==> src/rtl/stopwatch_pkg.sv <==
// Shared stopwatch types: BCD time word, lap buffer state encoding and defaults.
package stopwatch_pkg;

  // Eight packed BCD digits, most significant (tens of hours) first.
  typedef struct packed {
    logic [3:0] hour1;
    logic [3:0] hour0;
    logic [3:0] min1;
    logic [3:0] min0;
    logic [3:0] seg1;
    logic [3:0] seg0;
    logic [3:0] cseg1;
    logic [3:0] cseg0;
  } bcd_time_t;

  typedef enum logic [1:0] {
    LIVE   = 2'd0,
    HOLD   = 2'd1,
    RECALL = 2'd2
  } lap_state_e;

  // 8 ticks of 250 ms keep a split on the display for 2 s.
  localparam int HOLD_TICKS_DEFAULT = 8;

  // Width of the lap counter and lap index registers (holds 0..16).
  localparam int LAP_W = 5;

endpackage

==> src/rtl/lap_mem.sv <==
// Lap storage: DEPTH x 32-bit register file, one write port and one
// combinational read port. Addresses are generated by lap_buffer.
module lap_mem
  import stopwatch_pkg::*;
#(
  parameter int DEPTH = 8,
  parameter int AW    = $clog2(DEPTH)
) (
  input  logic          clk,
  input  logic          we,
  input  logic [AW-1:0] wr_addr,
  input  bcd_time_t     wr_data,
  input  logic [AW-1:0] rd_addr,
  output bcd_time_t     rd_data
);

  bcd_time_t mem [DEPTH];

  // Store one lap per write strobe.
  // NOTE: the array has no reset; validity is tracked by the count in
  // lap_buffer, so stale entries are never shown and clear is instant.
  always_ff @(posedge clk) begin
    if (we) mem[wr_addr] <= wr_data;
  end

  assign rd_data = mem[rd_addr];

endmodule

==> src/rtl/lap_buffer.sv <==
// Split-time capture and recall stage between the BCD time counter and the
// display path. Captures the live time on each split, holds it on display for
// HOLD_TICKS ticks and lets the user step back through stored laps.
// Build option: define LAP_BUFFER_OVERWRITE_EN to let a capture into a full
// buffer overwrite the oldest lap; by default such a capture is refused.
module lap_buffer
  import stopwatch_pkg::*;
#(
  parameter int DEPTH      = 8,
  parameter int HOLD_TICKS = HOLD_TICKS_DEFAULT
) (
  input  logic        clk,
  input  logic        rst,
  input  logic        tick_i,
  input  logic        capture_i,
  input  logic        recall_i,
  input  logic        clear_i,
  input  logic [31:0] time_i,
  output logic [31:0] time_o,
  output logic [3:0]  lap_idx_o,
  output logic [4:0]  count_o,
  output logic        live_o,
  output logic        full_o
);

  localparam int AW = $clog2(DEPTH);
  localparam int HW = $clog2(HOLD_TICKS + 1);

  localparam logic [LAP_W-1:0] DEPTH_L = LAP_W'(DEPTH);
  localparam logic [HW-1:0]    HOLD_L  = HW'(HOLD_TICKS);

  lap_state_e        state, nxt_state;
  logic [AW-1:0]     wp, nxt_wp;
  logic [LAP_W-1:0]  count, nxt_count;
  logic [LAP_W-1:0]  lap, nxt_lap;
  logic [HW-1:0]     hold_cnt, nxt_hold;
  bcd_time_t         time_q;
  logic              live_q, full_q;

  logic              full, capture_ok, do_write;
  logic [AW-1:0]     rd_addr;
  bcd_time_t         rd_data;

  assign full = (count == DEPTH_L);

`ifdef LAP_BUFFER_OVERWRITE_EN
  // A full buffer accepts the capture and drops its oldest lap.
  assign capture_ok = 1'b1;
`else
  // A full buffer refuses the capture; the newest stored lap is shown instead.
  assign capture_ok = !full;
`endif

  // Next-state decode; clear beats capture beats recall.
  // NOTE: every signal gets a default first so no path leaves it unassigned,
  // which would otherwise infer a latch.
  always_comb begin
    nxt_state = state;
    nxt_wp    = wp;
    nxt_count = count;
    nxt_lap   = lap;
    nxt_hold  = hold_cnt;
    do_write  = 1'b0;
    if (clear_i) begin
      nxt_state = LIVE;
      nxt_wp    = '0;
      nxt_count = '0;
      nxt_lap   = '0;
      nxt_hold  = '0;
    end else if (capture_i) begin
      do_write  = capture_ok;
      if (capture_ok) begin
        nxt_wp = wp + AW'(1);
        if (!full) nxt_count = count + LAP_W'(1);
      end
      nxt_state = HOLD;
      nxt_lap   = LAP_W'(1);
      nxt_hold  = HOLD_L;   // a same-cycle tick is ignored by the reload
    end else begin
      case (state)
        LIVE: begin
          if (recall_i && count != '0) begin
            nxt_state = RECALL;
            nxt_lap   = LAP_W'(1);
            nxt_hold  = HOLD_L;
          end
        end
        HOLD, RECALL: begin
          if (recall_i) begin
            // From HOLD lap 1 is already on display, so step straight to 2.
            if (state == HOLD) begin
              nxt_state = RECALL;
              nxt_lap   = (count >= LAP_W'(2)) ? LAP_W'(2) : LAP_W'(1);
              nxt_hold  = HOLD_L;
            end else if (lap >= count) begin
              nxt_state = LIVE;
              nxt_lap   = '0;
              nxt_hold  = '0;
            end else begin
              nxt_lap  = lap + LAP_W'(1);
              nxt_hold = HOLD_L;
            end
          end else if (tick_i) begin
            if (hold_cnt <= HW'(1)) begin
              nxt_state = LIVE;
              nxt_lap   = '0;
              nxt_hold  = '0;
            end else begin
              nxt_hold = hold_cnt - HW'(1);
            end
          end
        end
        default: begin
          nxt_state = LIVE;
          nxt_lap   = '0;
          nxt_hold  = '0;
        end
      endcase
    end
  end

  // Lap k sits k entries behind the write pointer; look up the lap that will
  // be shown after this edge so time_o can be registered.
  assign rd_addr = nxt_wp - nxt_lap[AW-1:0];

  lap_mem #(
    .DEPTH (DEPTH),
    .AW    (AW)
  ) u_mem (
    .clk     (clk),
    .we      (do_write && !rst),
    .wr_addr (wp),
    .wr_data (bcd_time_t'(time_i)),
    .rd_addr (rd_addr),
    .rd_data (rd_data)
  );

  // State and registered outputs; a fresh write bypasses the array.
  // NOTE: sequential state uses non-blocking assignments only, so every
  // register samples pre-edge values regardless of statement order.
  always_ff @(posedge clk) begin
    if (rst) begin
      state    <= LIVE;
      wp       <= '0;
      count    <= '0;
      lap      <= '0;
      hold_cnt <= '0;
      time_q   <= '0;
      live_q   <= 1'b1;
      full_q   <= 1'b0;
    end else begin
      state    <= nxt_state;
      wp       <= nxt_wp;
      count    <= nxt_count;
      lap      <= nxt_lap;
      hold_cnt <= nxt_hold;
      live_q   <= (nxt_state == LIVE);
      full_q   <= (nxt_count == DEPTH_L);
      if (nxt_state == LIVE || do_write) time_q <= bcd_time_t'(time_i);
      else                               time_q <= rd_data;
    end
  end

  assign time_o    = time_q;
  assign lap_idx_o = lap[3:0];
  assign count_o   = count;
  assign live_o    = live_q;
  assign full_o    = full_q;

endmodule

==> config.mk <==
export PLATFORM = sky130hd
export DESIGN_NAME = lap_buffer
export DESIGN_NICKNAME = d
export VERILOG_FILES = /design/src/rtl/stopwatch_pkg.sv /design/src/rtl/lap_mem.sv /design/src/rtl/lap_buffer.sv
export SDC_FILE = /design/constraint.sdc
export NUM_CORES = 1
export LEC_CHECK = 0
export ABC_AREA = 0
export ABC_CLOCK_PERIOD_IN_PS = 7500
export CAP_MARGIN = 20
export CORE_UTILIZATION = 55
export DETAILED_ROUTE_END_ITERATION = 6
export PLACE_DENSITY = 0.75
export SLEW_MARGIN = 30
export SYNTH_ARGS = -nofsm -noshare
export SYNTH_HDL_FRONTEND = slang
export SYNTH_SLANG_ARGS = --single-unit
export TNS_END_PERCENT = 50
==> constraint.sdc <==
create_clock -name clk -period 7.5 [get_ports clk]
set_input_delay 0.75 -clock clk [delete_from_list [all_inputs] [get_ports clk]]
set_output_delay 0.75 -clock clk [all_outputs]
set_load 0.005 [all_outputs]
* After elaboration in Yosys (flattened, before gate mapping)
Memories as Yosys holds them, arrays and structs flattened. Cells that the tools add are included.
Word-level totals: register bits after elaboration 53, bits in latches 0, bits in writable memories 256, memory bits (read-only) 0, output and inout bits 43, word-level logic and storage cells 87, memories kept 1
Memories:
- u_mem.mem | words 8, bits a word 32, rd ports 1, clocked after memory_dff 0, wr ports 1, line lap_mem.sv:17 | bcd_time_t mem [DEPTH];
Operators by class: add/subtract/negate cells 5, $mul 0, div/mod/pow operators 0, magnitude comparators 3, equal/unequal tests 9, shift-type cells 0, multiplexer cells 38, bitwise gates (word level) 0, reductions and logical operators 14
Operators with widths (count):
- 5-bit 2-to-1 mux | 9
- 32-bit 2-to-1 mux | 1
- 4-bit 2-to-1 mux | 7
- 2-bit 2-to-1 mux | 9
- 3-bit 2-to-1 mux | 5
- 5-bit by 1-bit adder with 5-bit output, second input constant | 2
- 5-bit by 4-bit equality test with 1-bit output, second input constant | 2
- 5-bit case mux with 2 select lines | 1
- 3-bit inequality test, second input constant | 3
- 4-bit case mux with 2 select lines | 1
- 5-bit by 2-bit greater-or-equal comparator with 1-bit output, second input constant | 1
- 5-bit greater-or-equal comparator | 1
- 5-bit nonzero test | 1
- 4-bit by 1-bit less-or-equal comparator with 1-bit output, second input constant | 1
- 2-bit zero test | 2
- 1-bit 2-to-1 mux | 4
- 4-bit inequality test, second input constant | 1
- 2-bit case mux with 2 select lines | 1
- 2-bit AND reduction | 2
- 2-bit OR reduction | 2
- 4-bit by 1-bit subtractor with 4-bit output, second input constant | 1
- 3-bit by 1-bit adder with 3-bit output, second input constant | 1
- 3-bit AND reduction | 1
- 3-bit OR reduction | 1
- other kinds (7) | 9

* Depth between registers and ports, before layout
Gate-level depths: netlist of the first run.
depth in word-level cells 10, mapped depth 19, depth with buffers taken out 17

* Modules after synthesis
From an unflattened synthesis of the first run, not the netlist that was laid out.
Unflattened totals: cells, all modules 708, area, all modules 12768.5 sq um
By module, submodules not included:
- lap_mem | instances 1, cells each 383, area an instance 9825.7 sq um, seq. area each 7687.4 sq um
- lap_buffer | instances 1, cells each 325, area an instance 2942.8 sq um, seq. area each 1061.0 sq um

* Worst setup path after synthesis of the first run
OpenSTA, ideal clock, no wires.
kind register to register, start point reg count[0], in the netlist count_o[0], end point mem u_mem.mem[0][0] (netlist bit) (enable), setup time 0.461 ns, arrival time 3.934 ns, slack 3.105 ns, cell stages (with the launch flop) 9, buffers on the path 2, period minus slack after synthesis 4.395 ns, cells stage by stage dfxtp_1 inv_1 ha_1 nor4bb_1 buf_2 nand2b_1 clkbuf_1 or3_1 nor3_1
On the way: word-level cells in the longest chain between the ends 7
RTL lines:
- from (decl) | line lap_buffer.sv:34 | logic [LAP_W-1:0] count, nxt_count;
- from (signal assigned) | line lap_buffer.sv:154 | count <= nxt_count;
- 5-bit by 4-bit equality test with 1-bit output | line lap_buffer.sv:44 | assign full = (count == DEPTH_L);
- 1-bit zero test
- 1-bit 2-to-1 mux | line lap_buffer.sv:70 | end else if (capture_i) begin
- 1-bit 2-to-1 mux | line lap_buffer.sv:64 | if (clear_i) begin
- 1-bit logical AND | line lap_buffer.sv:131 | .we (do_write && !rst),
- 1-bit 2-to-1 mux | line lap_mem.sv:23 | if (we) mem[wr_addr] <= wr_data;
- 1-bit 2-to-1 mux (implied by the code) | line lap_mem.sv:23
- to (decl) | line lap_mem.sv:17
Every way passes these cells.

* Worst setup path after layout of the first run
start point reg count[2], in the netlist count_o[2], end point reg time_q (netlist bit time_o[28])
On the way: word-level cells in the longest chain between the ends 10, elaborated cells between the ends (all ways) 31
RTL lines:
- 5-bit greater-or-equal comparator / 5-bit by 2-bit greater-or-equal comparator with 1-bit output (equally long branches) | line lap_buffer.sv:95, lap_buffer.sv:93
- 5-bit 2-to-1 mux / 2-bit 2-to-1 mux (equally long branches) | line lap_buffer.sv:95, lap_buffer.sv:93
- 5-bit 2-to-1 mux | line lap_buffer.sv:91 | if (state == HOLD) begin
- 5-bit 2-to-1 mux | line lap_buffer.sv:89 | if (recall_i) begin
- 5-bit case mux with 2 select lines * | line lap_buffer.sv:80 | case (state)
- 3-bit 2-to-1 mux * | line lap_buffer.sv:70
- 3-bit 2-to-1 mux * | line lap_buffer.sv:64
- net nxt_lap[0] | line lap_buffer.sv:35 | logic [LAP_W-1:0] lap, nxt_lap;
- 3-bit subtractor * | line lap_buffer.sv:124 | assign rd_addr = nxt_wp - nxt_lap[AW-1:0];
- memory 8 x 32 bit *
- 32-bit 2-to-1 mux * | line lap_buffer.sv:159 | if (nxt_state == LIVE || do_write) time_q <= bcd_time_t'(time_i);
- to (signal assigned) | line lap_buffer.sv:159
- to (signal assigned) | line lap_buffer.sv:160 | else time_q <= rd_data;
- to (decl) | line lap_buffer.sv:37 | bcd_time_t time_q;
The timed path passes the listed nets; every way through them passes the cells marked *. The select of a mux whose other input is x is not followed. A chain may end at the register's enable or synchronous reset.

==> results of run 1 <==
layout by cell type, fill, tap and decap left out, drive strengths merged, types with 4 or more instances in the layout:
cell           count
clkbuf            43
and2               4
clkinv             7
mux4              64
o31ai             32
mux2i              5
nand3b            32
ha                16
buf               20
xnor2              5
a41oi             33
clkdlybuf4s50     80
a21oi              9
edfxtp           256
or2                4
nand3             33
nand2             45
nor3              12
nor2              32
a31oi              4
mux2              33
nand2b            37
inv               22
o21ai             11
dfxtp             53
bufinv             6
nand4              4
metal layers:
| metal | track usage [%] | up-vias |
|---|---|---|
| li1 | - | 3493 |
| met1 | 30.4 | 3919 |
| met2 | 39.9 | 255 |
| met3 | 2.97 | 42 |
| met4 | 5.94 | 0 |
| met5 | 0 | - |
cell usage after synthesis (3+ instances only):
library cell and number:
a21oi_1 9, a31oi_1 4, a41oi_1 3, a41oi_2 30, and2_1 4, and3_1 3, buf_2 18, buf_4 12
buf_6 5, clkbuf_1 27, dfxtp_1 53, edfxtp_1 256, ha_1 16, inv_1 22, mux2_2 33, mux2i_1 5
mux4_2 64, nand2_1 45, nand2b_1 37, nand3_1 33, nand3b_1 32, nand4_1 4, nor2_1 32, nor3_1 12
o21ai_0 10, o31ai_1 32, or2_2 3, or3_1 3, xnor2_1 5, xor2_1 3
final cells by class:
type / count / area, sq um / share of cell area (%)
Sequential cell: 309 / 8750 / 55.2
Multi-Input combinational cell: 456 / 4520 / 28.6
Timing Repair Buffer: 100 / 963 / 6.08
Clock buffer: 43 / 891 / 5.63
Tap cell: 324 / 405 / 2.56
Clock inverter: 13 / 221 / 1.40
Inverter: 22 / 82.6 / 0.521
worst max path at each step:
stage                          start               to  slack (ns)  depth (start not counted)
after CTS                 count_o[2]       time_o[15]        2.23                         16
after global routing      count_o[2]       time_o[28]        1.92                         16
after global placement      recall_i       time_o[28]        2.14                         15
after floorplan           count_o[0]  u_mem.mem[0][0]        3.11                          8
after detailed placement    recall_i       time_o[28]        2.06                         15
final                     count_o[2]       time_o[28]        2.28                         16
kinds of logic (layout without fill, tap and decap cells):
group	after synthesis	in the layout	share of synthesized area, %
compound gates	111	111	7.91
xor+xnor	8	8	0.516
fa+ha+maj	17	17	1.62
buf+inv	85	178	3.12
flops	309	309	64.4
mux	102	102	13.7
simple gates	218	218	8.70
power breakdown:
part | switching, uW | leakage (uW) | total (uW) | internal [uW]
combinational | 190 | 0.00179 | 385 | 194
clock | 622 | 0.000548 | 1650 | 1030
sequential | 9.64 | 0.00274 | 1890 | 1880
total | 822 | 0.00508 | 3920 | 3100
stage by stage:
step                area, sq um  setup WS (ns)
finish                    15800           2.28
global route              15800           1.92
CTS                       15800           2.23
detailed placement        14700           2.06
global placement          14700           2.14
floorplan                 13600           3.11
state kept, by name (all words and copies together), names as in the netlist:
name       cells
u_mem.mem    256
state          2
hold_cnt       4
live_o         1
wp             3
count_o        5
full_o         1
time_o        32
lap            5
worst max-delay path, stage by stage, from the launching register on:
cell      delay (ns)
dfxtp_1         0.50
inv_1           0.12
ha_1            0.30
a211o_1         0.29
a31oi_1         0.34
o21ai_0         0.31
o221ai_1        0.27
a21oi_1         0.12
nor2_1          0.20
ha_4            0.15
inv_1           0.04
fa_2            0.98
buf_4           0.62
mux4_2          0.41
nor2b_1         0.14
mux2i_1         0.17
a311oi_2        0.11
==> flow_summary.json, run 1 <==
{
  "syn_to_final_growth_pct": 16.6,
  "clkTransAtPathRegs_ns": 0.06,
  "r2r_start": "count_o[2]",
  "globalplace.congestion": 0.869,
  "peakVddDrop_v": 0.000259,
  "n_fill_cell": 1664,
  "wl_microns": 28700,
  "r2r_setup_slack_ns": 2.28,
  "power.total_uw": 3920,
  "first_pass_iters": 5,
  "wl_met1_microns": 11900,
  "htreeDepth": 1,
  "final_core_util_pct": 65.3,
  "path_class": "flop to flop",
  "final_antenna_net_count": 0,
  "instances_no_fill": 1267,
  "synth_area_sq_um": 13600,
  "crit_arrival_ns": 5.63,
  "vias": 7709,
  "grt_pass1_vias": 7726,
  "max-cap-violations": 0,
  "die_h_microns": 159,
  "synth.area.top_cells": "edfxtp_1 (57%), mux4_2 (11%), dfxtp_1 (7.8%)",
  "synth_edf_count": 256,
  "r2r_end": "time_o[28]",
  "async_reset_ff_share_pct": 0,
  "slew-limit-headroom_pct": 51.9,
  "fin_skew_ns": 0.0102,
  "cts_sinks": 309,
  "cts_resized": 0,
  "die_w_microns": 159,
  "startpoint_type": "flop",
  "overflow": 0,
  "ios": 81,
  "setup_violations": 0,
  "die_area_sq_um": 25300,
  "hold_path_startpoint": "hold_cnt[1]",
  "yosysSeqAreaShare_pct": 64.4,
  "critical_path.endpoint_type": "flop",
  "cts_root_buf": "clkbuf_16",
  "period_needed_ns": 5.22,
  "ys_ff_latch": 309,
  "initial_core_util_pct": 56.0,
  "holdBufCountCts": 0,
  "cts_max_path_buffers": 3,
  "numPlacedInstances": 1211,
  "fmax_ghz": 0.192,
  "power.leakage_uw": 0.00508,
  "detail_route.wl_per_cell_microns": 22.7,
  "fin_crit_sh_pct": 69.6,
  "grt_max_degree": 85,
  "worstPathRequired_ns": 7.91,
  "grt_pass1_wl_microns": 44000,
  "hold_path.class": "flop to flop",
  "met2WireLength_microns": 14700,
  "wl_met3_microns": 1620,
  "core_sq_um": 24200,
  "numPortBuffers": 80,
  "syn_avg_cell_area_sq_um": 16.0,
  "ys.flop_type": "edfxtp_1",
  "cts_tree": "done",
  "reg2reg_depth": 16,
  "route.top_layer_used": "met4",
  "hold_depth": 2,
  "ys_types": 57,
  "rsz0062_at_grt": "no",
  "numCtsBuffers": 30,
  "first_iter_violations": 556,
  "synth_cells": 850,
  "min_to": "hold_cnt[1]",
  "syn-num-nets": 905,
  "synth_top_area_share_pct": 56.6,
  "via_per_inst": 6.08,
  "route.detailed.drc": 0,
  "whs_ns": 0.485,
  "fin_tns_setup_ns": 0,
  "grtUsageTotal_pct": 22.9,
  "powerDensity_nw_per_um2": 248,
  "hold_viol_final": 0,
  "yosys.area.top_type": "edfxtp_1",
  "num_antenna_cells": 0,
  "postCtsSetupRepairBufs": 0,
  "slew_viol_final": 0,
  "tightest_slew_ns": 0.721,
  "critical_path.max_fanout": 40,
  "final_nets": 974,
  "drive_gt1_share_pct": 23.1,
  "yosysWarnings": 0,
  "rows": 57,
  "outcome": "completed",
  "dp_hpwl_microns": 15800,
  "insertion_delay_ns": 0.55,
  "antenna_found_initial": 0
}
Note: power is estimated with default switching activity, not from simulation.
==> run 2, diff against run 1 <==
--- a/config.mk
+++ b/config.mk
@@ -6,11 +6,11 @@
 export NUM_CORES = 1
 export LEC_CHECK = 0
 export ABC_AREA = 0
-export ABC_CLOCK_PERIOD_IN_PS = 7500
+export ABC_CLOCK_PERIOD_IN_PS = 4600
 export CAP_MARGIN = 20
-export CORE_UTILIZATION = 55
+export CORE_UTILIZATION = 54
 export DETAILED_ROUTE_END_ITERATION = 6
-export PLACE_DENSITY = 0.75
+export PLACE_DENSITY = 0.76
 export SLEW_MARGIN = 30
 export SYNTH_ARGS = -nofsm -noshare
 export SYNTH_HDL_FRONTEND = slang
==> constraint.sdc (replaced) <==
create_clock -name clk -period 4.6 [get_ports clk]
set_input_delay 0.46 -clock clk [delete_from_list [all_inputs] [get_ports clk]]
set_output_delay 0.46 -clock clk [all_outputs]
set_load 0.005 [all_outputs]
==> flow_summary.json, run 2 (same netlist as run 1, synthesis figures left out) <==
{
  "grt_pass1_wl_microns": 45400,
  "route.detailed.drc": 0,
  "cpMaxStageDelayCell": "or4b_1",
  "antenna_found_initial": 0,
  "slew-limit-headroom_pct": 44.6,
  "slew_viol_final": 0,
  "via_per_inst": 6.13,
  "setup_violations": 0,
  "critical_path.max_fanout": 29,
  "path_cells": "inv_1, ha_1, a211o_1, a31oi_1, o21ai_0, o221ai_1, a21oi_1, nor2_1, ha_4, inv_1, fa_2, nor2_1, or4b_1, o311ai_4, buf_12, nand2_1, mux2_2, a311oi_2",
  "max-cap-violations": 0,
  "holdBufCountCts": 0,
  "most-common-layout-cells": "edfxtp_1 (256), clkdlybuf4s50_1 (80), mux4_2 (64)",
  "fmax_ghz": 0.235,
  "critical_path.endpoint_type": "flop",
  "final_common_cell": "edfxtp_1",
  "path_class": "flop to flop",
  "outcome": "completed",
  "fin_crit_sh_pct": 92.6,
  "syn_to_final_growth_pct": 17.8,
  "first_iter_violations": 596,
  "die_w_microns": 161,
  "worstPathRequired_ns": 5.06,
  "die_h_microns": 161,
  "grt_max_degree": 66,
  "largest_reg_flops": 256,
  "clkTransAtPathRegs_ns": 0.06,
  "initial_core_util_pct": 55.5,
  "htreeDepth": 1,
  "detail_route.wl_per_cell_microns": 22.9,
  "power.leakage_uw": 0.00516,
  "grtUsageTotal_pct": 23.0,
  "rsz0062_at_grt": "no",
  "fin_tns_setup_ns": 0,
  "hold_viol_final": 0,
  "period_needed_ns": 4.26,
  "r2r_setup_slack_ns": 0.34,
  "crit_arrival_ns": 4.72,
  "cts_max_path_buffers": 3,
  "cts_root_buf": "clkbuf_16",
  "num_antenna_cells": 0,
  "cts_tree": "done",
  "hold_path.class": "flop to flop",
  "core_sq_um": 24500,
  "numCtsBuffers": 31,
  "rows": 57,
  "grt_pass1_vias": 8144,
  "final_antenna_net_count": 0,
  "drive_gt1_share_pct": 24.0,
  "dp_hpwl_microns": 16400,
  "insertion_delay_ns": 0.56,
  "cts_sinks": 309,
  "wl_microns": 29400,
  "top_register": "u_mem.mem",
  "whs_ns": 0.495,
  "ios": 81,
  "numPortBuffers": 80,
  "peakVddDrop_v": 0.000378,
  "startpoint_type": "flop",
  "final_nets": 991,
  "n_fill_cell": 1678,
  "powerDensity_nw_per_um2": 395,
  "fin_skew_ns": 0.0225,
  "vias": 7881,
  "overflow": 0,
  "tightest_slew_ns": 0.829,
  "globalplace.congestion": 0.902,
  "first_pass_iters": 5,
  "slowest_delay_ns": 0.51,
  "die_area_sq_um": 25800
}
==> run 2: layer usage <==
metal | GRT usage [%] | vias to the layer above | share of wire [%]
met5 | 0 | - | 0
met4 | 6.62 | 0 | 1.9
met3 | 3.43 | 50 | 6.7
met2 | 40.0 | 310 | 51
met1 | 30.2 | 3997 | 40
li1 | - | 3524 | -
==> run 2: repair_timing <==
action | 4_1_cts | 5_1_grt
gates resized for setup | 0 | 1
endpoints found under the setup margin | 0 | 11
buffers inserted | 0 | 0
endpoints found under the hold margin | 0 | 0
==> run 2: final timing paths <==
check / start / end / cells past startpoint
worst max-delay path: count_o[2] / time_o[28] / 18
worst min-delay path: hold_cnt[1] / hold_cnt[1] / 2
worst max register to register: count_o[2] / time_o[28] / 18
worst min register to register: hold_cnt[1] / hold_cnt[1] / 2
==> run 2: where the power goes <==
| part | switching, uW | internal, uW | total [uW] |
|---|---|---|---|
| Combinational | 328 | 341 | 669 |
| Clock | 1010 | 1570 | 2580 |
| Sequential | 15.8 | 3060 | 3080 |
==> run 2: final cells by class <==
cell class	instances	area, sq um	share of cell area, %
Clock buffer	48	900	5.62
Clock inverter	10	156	0.978
Inverter	22	82.6	0.516
Multi-Input combinational cell	456	4520	28.3
Sequential cell	309	8750	54.7
Tap cell	324	405	2.53
Timing Repair Buffer	116	1180	7.38
==> run 2: stage by stage <==
step	utilization [%]	instance area (sq um)	cells	power, uW	worst slack [ns]
floorplan	-	13600	850	3570	0.205
global placement	60.9	14900	1225	3780	0.458
detailed placement	60.9	14900	1225	3790	0.303
CTS	65.2	15900	1283	6350	0.262
global route	65.4	16000	1285	6520	0.0737
finish	65.4	16000	1285	6330	0.340
==> run 2: critical path, delay by kind of cell, from the launching register on <==
family                   cells  cell delay [ns]
AO/OA/AOI/OAI                7             1.41
AND/OR/NAND/NOR              4             0.88
adder cells (fa/ha/maj)      3             0.78
flip-flops                   1             0.41
buffers and inverters        3             0.40
multiplexers                 1             0.27
